### src/rtl/rvfi_rollback_filter_if.sv
// Retire-channel bundle between the RVFI source, the rollback filter and the checker.
// The slave modport is the filter's view; the master modport belongs to whatever drives the retire stream.
interface rvfi_rollback_filter_if #(
    parameter int HOLD      = 4,
    parameter int ORDER_W   = 64,
    parameter int PAYLOAD_W = 512
);
    localparam int CNT_W = $clog2(HOLD + 1);

    logic                 in_valid;
    logic [ORDER_W-1:0]   in_order;
    logic [PAYLOAD_W-1:0] in_payload;
    logic                 rollback_valid;
    logic [ORDER_W-1:0]   rollback_order;
    logic [ORDER_W-1:0]   check_order;

    logic                 out_valid;
    logic [ORDER_W-1:0]   out_order;
    logic [PAYLOAD_W-1:0] out_payload;
    logic                 out_check;
    logic [CNT_W-1:0]     live_count;
    logic                 seq_err;
    logic                 late_rb_err;

    modport slave (
        input  in_valid, in_order, in_payload,
        input  rollback_valid, rollback_order, check_order,
        output out_valid, out_order, out_payload, out_check,
        output live_count, seq_err, late_rb_err
    );

    modport master (
        output in_valid, in_order, in_payload,
        output rollback_valid, rollback_order, check_order,
        input  out_valid, out_order, out_payload, out_check,
        input  live_count, seq_err, late_rb_err
    );
endinterface

### src/rtl/rvfi_rollback_filter.sv
// Holds each retired RVFI record for HOLD cycles and squashes the ones a later rollback cancels,
// so the downstream checker only sees committed instructions. Also tracks retire-order continuity.
module rvfi_rollback_filter #(
    parameter int HOLD      = 4,
    parameter int ORDER_W   = 64,
    parameter int PAYLOAD_W = 512
) (
    input  logic                   clock,
    input  logic                   reset,
    rvfi_rollback_filter_if.slave  bus
);
    localparam int CNT_W = $clog2(HOLD + 1);

    // Delay line: index 0 takes the incoming record, index HOLD-1 drives the outputs.
    logic                 live_q    [HOLD];
    logic                 live_d    [HOLD];
    logic [ORDER_W-1:0]   order_q   [HOLD];
    logic [ORDER_W-1:0]   order_d   [HOLD];
    logic [PAYLOAD_W-1:0] payload_q [HOLD];
    logic [PAYLOAD_W-1:0] payload_d [HOLD];

    logic [ORDER_W-1:0] expected_q,  expected_d;
    logic [ORDER_W-1:0] committed_q, committed_d;
    logic [ORDER_W-1:0] eff_expected;
    logic [CNT_W-1:0]   live_count_q, live_count_d;
    logic               seq_err_q,    seq_err_d;
    logic               late_rb_err_q, late_rb_err_d;

    // NOTE: every signal assigned here gets a default first, so no path can leave it
    // unassigned and infer a latch.
    always_comb begin
        live_d[0]    = bus.in_valid;
        order_d[0]   = bus.in_order;
        payload_d[0] = bus.in_payload;
        for (int k = 1; k < HOLD; k++) begin
            live_d[k]    = live_q[k-1] &&
                           !(bus.rollback_valid && (order_q[k-1] >= bus.rollback_order));
            order_d[k]   = order_q[k-1];
            payload_d[k] = payload_q[k-1];
        end
    end

    // Continuity tracking: a rollback rewinds the retire stream to rollback_order.
    always_comb begin
        eff_expected = bus.rollback_valid ? bus.rollback_order : expected_q;
        expected_d   = bus.in_valid ? (bus.in_order + ORDER_W'(1)) : eff_expected;

        seq_err_d = seq_err_q;
        if (bus.in_valid && (bus.in_order != eff_expected)) begin
            seq_err_d = 1'b1;
        end
        if (bus.rollback_valid && (bus.rollback_order > expected_q)) begin
            seq_err_d = 1'b1;
        end

        late_rb_err_d = late_rb_err_q;
        if (bus.rollback_valid && (bus.rollback_order < committed_q)) begin
            late_rb_err_d = 1'b1;
        end

        committed_d = committed_q;
        if (live_d[HOLD-1]) begin
            committed_d = order_d[HOLD-1] + ORDER_W'(1);
        end
    end

    always_comb begin
        live_count_d = '0;
        for (int k = 0; k < HOLD; k++) begin
            live_count_d = live_count_d + CNT_W'(live_d[k]);
        end
    end

    // NOTE: state uses non-blocking assignments so every register samples the
    // pre-edge values computed above, independent of statement order.
    always_ff @(posedge clock or posedge reset) begin
        if (reset) begin
            for (int k = 0; k < HOLD; k++) begin
                live_q[k] <= 1'b0;
            end
            expected_q    <= '0;
            committed_q   <= '0;
            live_count_q  <= '0;
            seq_err_q     <= 1'b0;
            late_rb_err_q <= 1'b0;
        end else begin
            for (int k = 0; k < HOLD; k++) begin
                live_q[k] <= live_d[k];
            end
            expected_q    <= expected_d;
            committed_q   <= committed_d;
            live_count_q  <= live_count_d;
            seq_err_q     <= seq_err_d;
            late_rb_err_q <= late_rb_err_d;
        end
    end

    // NOTE: the wide order/payload storage is deliberately left unreset; the live bits
    // qualify it and the outputs below are masked while the output stage is empty.
    always_ff @(posedge clock) begin
        for (int k = 0; k < HOLD; k++) begin
            order_q[k]   <= order_d[k];
            payload_q[k] <= payload_d[k];
        end
    end

    assign bus.out_valid   = live_q[HOLD-1];
    assign bus.out_order   = live_q[HOLD-1] ? order_q[HOLD-1]   : '0;
    assign bus.out_payload = live_q[HOLD-1] ? payload_q[HOLD-1] : '0;
    assign bus.out_check   = live_q[HOLD-1] && (order_q[HOLD-1] == bus.check_order);
    assign bus.live_count  = live_count_q;
    assign bus.seq_err     = seq_err_q;
    assign bus.late_rb_err = late_rb_err_q;

endmodule

### src/flat_wrapper.sv
// flat-port wrapper written by rule: the top's interface ports become plain ports
module rvfi_rollback_filter_flat 
#(
    parameter int HOLD      = 4,
    parameter int ORDER_W   = 64,
    parameter int PAYLOAD_W = 512
)
  (clock, reset, bus_in_valid, bus_in_order, bus_in_payload, bus_rollback_valid, bus_rollback_order, bus_check_order, bus_out_valid, bus_out_order, bus_out_payload, bus_out_check, bus_live_count, bus_seq_err, bus_late_rb_err);
  rvfi_rollback_filter_if #(.HOLD(HOLD), .ORDER_W(ORDER_W), .PAYLOAD_W(PAYLOAD_W)) bus_i ();
  input  logic clock;
  input  logic reset;
  input wire logic [$bits(bus_i.in_valid)-1:0] bus_in_valid;
  input wire logic [$bits(bus_i.in_order)-1:0] bus_in_order;
  input wire logic [$bits(bus_i.in_payload)-1:0] bus_in_payload;
  input wire logic [$bits(bus_i.rollback_valid)-1:0] bus_rollback_valid;
  input wire logic [$bits(bus_i.rollback_order)-1:0] bus_rollback_order;
  input wire logic [$bits(bus_i.check_order)-1:0] bus_check_order;
  output wire logic [$bits(bus_i.out_valid)-1:0] bus_out_valid;
  output wire logic [$bits(bus_i.out_order)-1:0] bus_out_order;
  output wire logic [$bits(bus_i.out_payload)-1:0] bus_out_payload;
  output wire logic [$bits(bus_i.out_check)-1:0] bus_out_check;
  output wire logic [$bits(bus_i.live_count)-1:0] bus_live_count;
  output wire logic [$bits(bus_i.seq_err)-1:0] bus_seq_err;
  output wire logic [$bits(bus_i.late_rb_err)-1:0] bus_late_rb_err;
  assign bus_i.in_valid = bus_in_valid;
  assign bus_i.in_order = bus_in_order;
  assign bus_i.in_payload = bus_in_payload;
  assign bus_i.rollback_valid = bus_rollback_valid;
  assign bus_i.rollback_order = bus_rollback_order;
  assign bus_i.check_order = bus_check_order;
  assign bus_out_valid = bus_i.out_valid;
  assign bus_out_order = bus_i.out_order;
  assign bus_out_payload = bus_i.out_payload;
  assign bus_out_check = bus_i.out_check;
  assign bus_live_count = bus_i.live_count;
  assign bus_seq_err = bus_i.seq_err;
  assign bus_late_rb_err = bus_i.late_rb_err;
  rvfi_rollback_filter #(.HOLD(HOLD), .ORDER_W(ORDER_W), .PAYLOAD_W(PAYLOAD_W)) u_core (.clock(clock), .reset(reset), .bus(bus_i));
endmodule
### config.mk
export PLATFORM = sky130hd
export DESIGN_NAME = rvfi_rollback_filter_flat
export DESIGN_NICKNAME = d
export VERILOG_FILES = /design/src/rtl/rvfi_rollback_filter_if.sv /design/src/rtl/rvfi_rollback_filter.sv /design/src/flat_wrapper.sv
export SDC_FILE = /design/constraint.sdc
export NUM_CORES = 2
export LEC_CHECK = 0
export ABC_CLOCK_PERIOD_IN_PS = 5900
export CORE_AREA = 2 2 504 506
export DETAILED_ROUTE_END_ITERATION = 10
export DIE_AREA = 0 0 506 508
export DONT_BUFFER_PORTS = 1
export PLACE_DENSITY = 0.38
export SYNTH_ARGS = -nofsm -noshare
export SYNTH_HDL_FRONTEND = slang
export SYNTH_SLANG_ARGS = --single-unit
### constraint.sdc
create_clock -name clock -period 5.9 [get_ports clock]
set_clock_uncertainty 0.1 [all_clocks]
set_input_delay 1.475 -clock clock [delete_from_list [all_inputs] [get_ports clock]]
set_output_delay 1.475 -clock clock [all_outputs]
set_load 0.005 [all_outputs]
==> flow_summary.json <==
{
  "status": "completed",
  "powerDensity_nw_per_um2": 467,
  "vdd_drop_max_mv": 0.330,
  "cp.required_ps": 4320,
  "gr-total-overflow": 0,
  "area_growth_pct": 20.0,
  "r2r_slack_ps": 2000,
  "fin_area_sq_um": 80200,
  "fin_crit_ps": 5080,
  "total_power_mw": 37.4,
  "async_flop_share": 0.0561,
  "num_vias": 34400,
  "fp-row-count": 185,
  "highest_layer": "met5",
  "synthesis.area_sq_um": 66800,
  "synth_edf_count": 0,
  "io_buffers": 0,
  "cts_buffers": 281,
  "final_cell_mix": "dfxtp_1, and2_1, ha_1",
  "ys.flop_type": "dfxtp_1",
  "io_pins": 1291,
  "yosys_warnings": 0,
  "dieArea_sq_um": 257000,
  "synth_nets": 5882,
  "core-area_sq_um": 252000,
  "cts_hold_buf": 0,
  "grt_max_degree": 115,
  "cts-resized-gates": 0,
  "cts_htree_levels": 5,
  "p_leak_nw": 34.1,
  "crit_type": "flip-flop to primary output",
  "num-nets-final": 6097,
  "cp_cell_sequence": "xor2_1, nor4_1, buf_4, nand4_1, nor4_1, buf_4, nand4_1, nor4_1, buf_4",
  "drt-initial-drc-count": 1568,
  "cts.sinks": 2441,
  "worst-endpoint-arrival_ps": 3510,
  "worst-path-stages": 9,
  "clk_pin_slew_ps": 60,
  "antenna_found_initial": 215,
  "endpoint": "bus_out_check",
  "dieWidth_um": 506,
  "postCtsSetupBuffers": 0,
  "nFillCells": 25200,
  "r2r-start": "u_core.order_q[2][17]$_DFF_P_",
  "finalSetupViolations": 0,
  "dr.pass1.iters": 5,
  "tightest_slew_ps": 1050,
  "drc": 0,
  "drive_gt1_frac": 0.0918,
  "synth.avg_cell_area_sq_um": 13.8,
  "fmax_ghz": 0.197,
  "drt-total-wl_mm": 219,
  "dp_hpwl_mm": 174,
  "cts_tree": "yes",
  "relSlewSlack": 0.299,
  "final_hold_viol_count": 0,
  "worstReg2RegEnd": "u_core.bus.live_count[1]$_DFF_PP0_",
  "grt_use_total": 0.165,
  "rsz0062_at_grt": "false",
  "initial_core_util": 0.265,
  "crit_path_start": "u_core.order_q[3][54]$_DFF_P_",
  "clockBufferDepth": 4,
  "gp_congestion": 0.849,
  "yosysSeqAreaShare": 0.742,
  "placed_area_sq_um": 70900,
  "synthCells": 4850,
  "max_cap_violations": 0,
  "drv_slew": 0,
  "die_h_um": 508,
  "crit_buf_inv": 3,
  "post-route-period-util": 0.861,
  "via_per_inst": 3.96,
  "crit_path_top_delay_cell": "dfxtp_1",
  "final_antenna_net_count": 0,
  "clock_latency_ps": 930,
  "path_max_fanout": 2,
  "r2r_cells": 11,
  "root_buffer": "clkbuf_16",
  "m1WireLength_mm": 77.1,
  "grt_first_pass_wirelength_mm": 291,
  "wl_met3_mm": 22.1,
  "mostFrequentLayoutCell": "dfxtp_1",
  "utilization": 0.318,
  "synth_seq_cells": 2441,
  "yosysUniqueCellTypes": 75,
  "start_kind": "flip-flop",
  "wl_per_cell_um": 25.2,
  "routed-wl-met2_mm": 114,
  "cp-end-kind": "primary output",
  "cp_top_family": "simple AND/OR/NAND/NOR gates",
  "setup-tns-final_ps": 0,
  "grt_pass1_vias": 35000,
  "cp_slowest_stage_delay_ps": 780,
  "hp-class": "flip-flop to flip-flop"
}
final cells by class:
| class | count | area, sq um | share of cell area |
|---|---|---|---|
| Inverter | 220 | 831 | 0.0104 |
| Clock buffer | 390 | 7930 | 0.0990 |
| Timing Repair Buffer | 25 | 263 | 0.00328 |
| Tap cell | 3366 | 4210 | 0.0525 |
| Sequential cell | 2441 | 49600 | 0.618 |
| Multi-Input combinational cell | 2096 | 16000 | 0.200 |
| Clock inverter | 91 | 1170 | 0.0147 |
| Antenna cell | 65 | 163 | 0.00203 |
cells by family (layout without fill, tap and decap cells):
group,after synthesis,count (layout),share of synthesized area
flops,2441,2441,0.742
buf+inv,313,726,0.0186
compound gates,296,296,0.0278
mux,184,184,0.0280
simple gates,1056,1056,0.0922
fa+ha+maj,324,324,0.0608
other cells,0,65,0
xor+xnor,236,236,0.0309
per-stage QoR:
stage,setup slack [ps],cells,hold WS (ps)
4_1_cts,604,8629,160
6_report,818,8694,143
3_5_place_dp,767,8148,212
5_1_grt,578,8660,160
2_1_floorplan,657,4850,210
3_3_place_gp,713,8148,210
power by group:
part | leakage [nW] | switching, mW | total, mW | internal [mW]
Clock | 4.47 | 6.71 | 17.1 | 10.4
Sequential | 21.0 | 0.397 | 17.9 | 17.5
Combinational | 8.59 | 1.59 | 2.44 | 0.852
state kept, by name (all words and copies together), names as in the netlist:
signal / cells
u_core.bus.late_rb_err: 1
u_core.bus.live_count: 3
u_core.bus.out_valid: 1
u_core.bus.seq_err: 1
u_core.committed_q: 64
u_core.expected_q: 64
u_core.live_q: 3
u_core.order_q: 256
u_core.payload_q: 2048
routing by layer:
metal / up-vias / GRT usage
li1: 16400 / -
met1: 16100 / 0.166
met2: 1198 / 0.302
met3: 510 / 0.0809
met4: 162 / 0.0405
met5: - / 0
worst register-to-register path: stages (launching register included):
cell	delay [ps]
dfxtp_1	550
ha_1	320
a211oi_1	230
nor2_1	90
a2111oi_0	680
nand4b_1	390
a2111oi_0	460
or2_4	240
inv_2	60
fa_1	380
inv_1	70
ha_1	210
cell usage after synthesis, types with 3 or more instances:
library cell,instances,area [sq um]
inv_1,218,818
nand2b_1,7,43.8
a221oi_1,7,61.3
dfxtp_1,2304,46100
buf_1,6,22.5
nor4_1,18,113
o22ai_1,6,37.5
o211ai_1,15,113
xnor2_1,86,753
a211oi_1,12,90.1
nand4b_1,3,26.3
or3_1,6,37.5
dfrtp_1,137,3430
a221o_1,4,40.0
and4_1,13,114
nor3_1,22,110
and3_1,36,225
o2111ai_1,4,35.0
xor2_1,150,1310
buf_6,6,67.6
and2_1,579,3620
ha_1,323,4040
mux2_1,6,67.6
o21a_1,6,45.0
a21oi_1,101,505
mux2i_1,162,1620
a31oi_1,6,37.5
buf_2,7,35.0
nand4_1,88,551
clkbuf_1,71,267
or2_2,3,18.8
o21ai_0,64,320
a21o_1,44,330
nor2b_1,19,119
nand3_1,66,330
nor2_1,81,304
mux2_2,15,169
a2111oi_0,8,70.1
a31o_2,3,26.3
nand2_1,98,368
worst min-delay path by stage:
stage,from,end,slack (ps),cells past startpoint
2_1_floorplan,u_core.payload_q[0][0]$_DFF_P_,u_core.payload_q[1][0]$_DFF_P_,210,0
3_3_place_gp,u_core.payload_q[1][416]$_DFF_P_,u_core.payload_q[2][416]$_DFF_P_,210,0
3_5_place_dp,u_core.payload_q[0][123]$_DFF_P_,u_core.payload_q[1][123]$_DFF_P_,210,0
4_1_cts,u_core.payload_q[0][357]$_DFF_P_,u_core.payload_q[1][357]$_DFF_P_,160,0
5_1_grt,u_core.payload_q[0][357]$_DFF_P_,u_core.payload_q[1][357]$_DFF_P_,160,0
6_report,u_core.payload_q[0][357]$_DFF_P_,u_core.payload_q[1][357]$_DFF_P_,140,0
(Power assumes the default switching activity.)
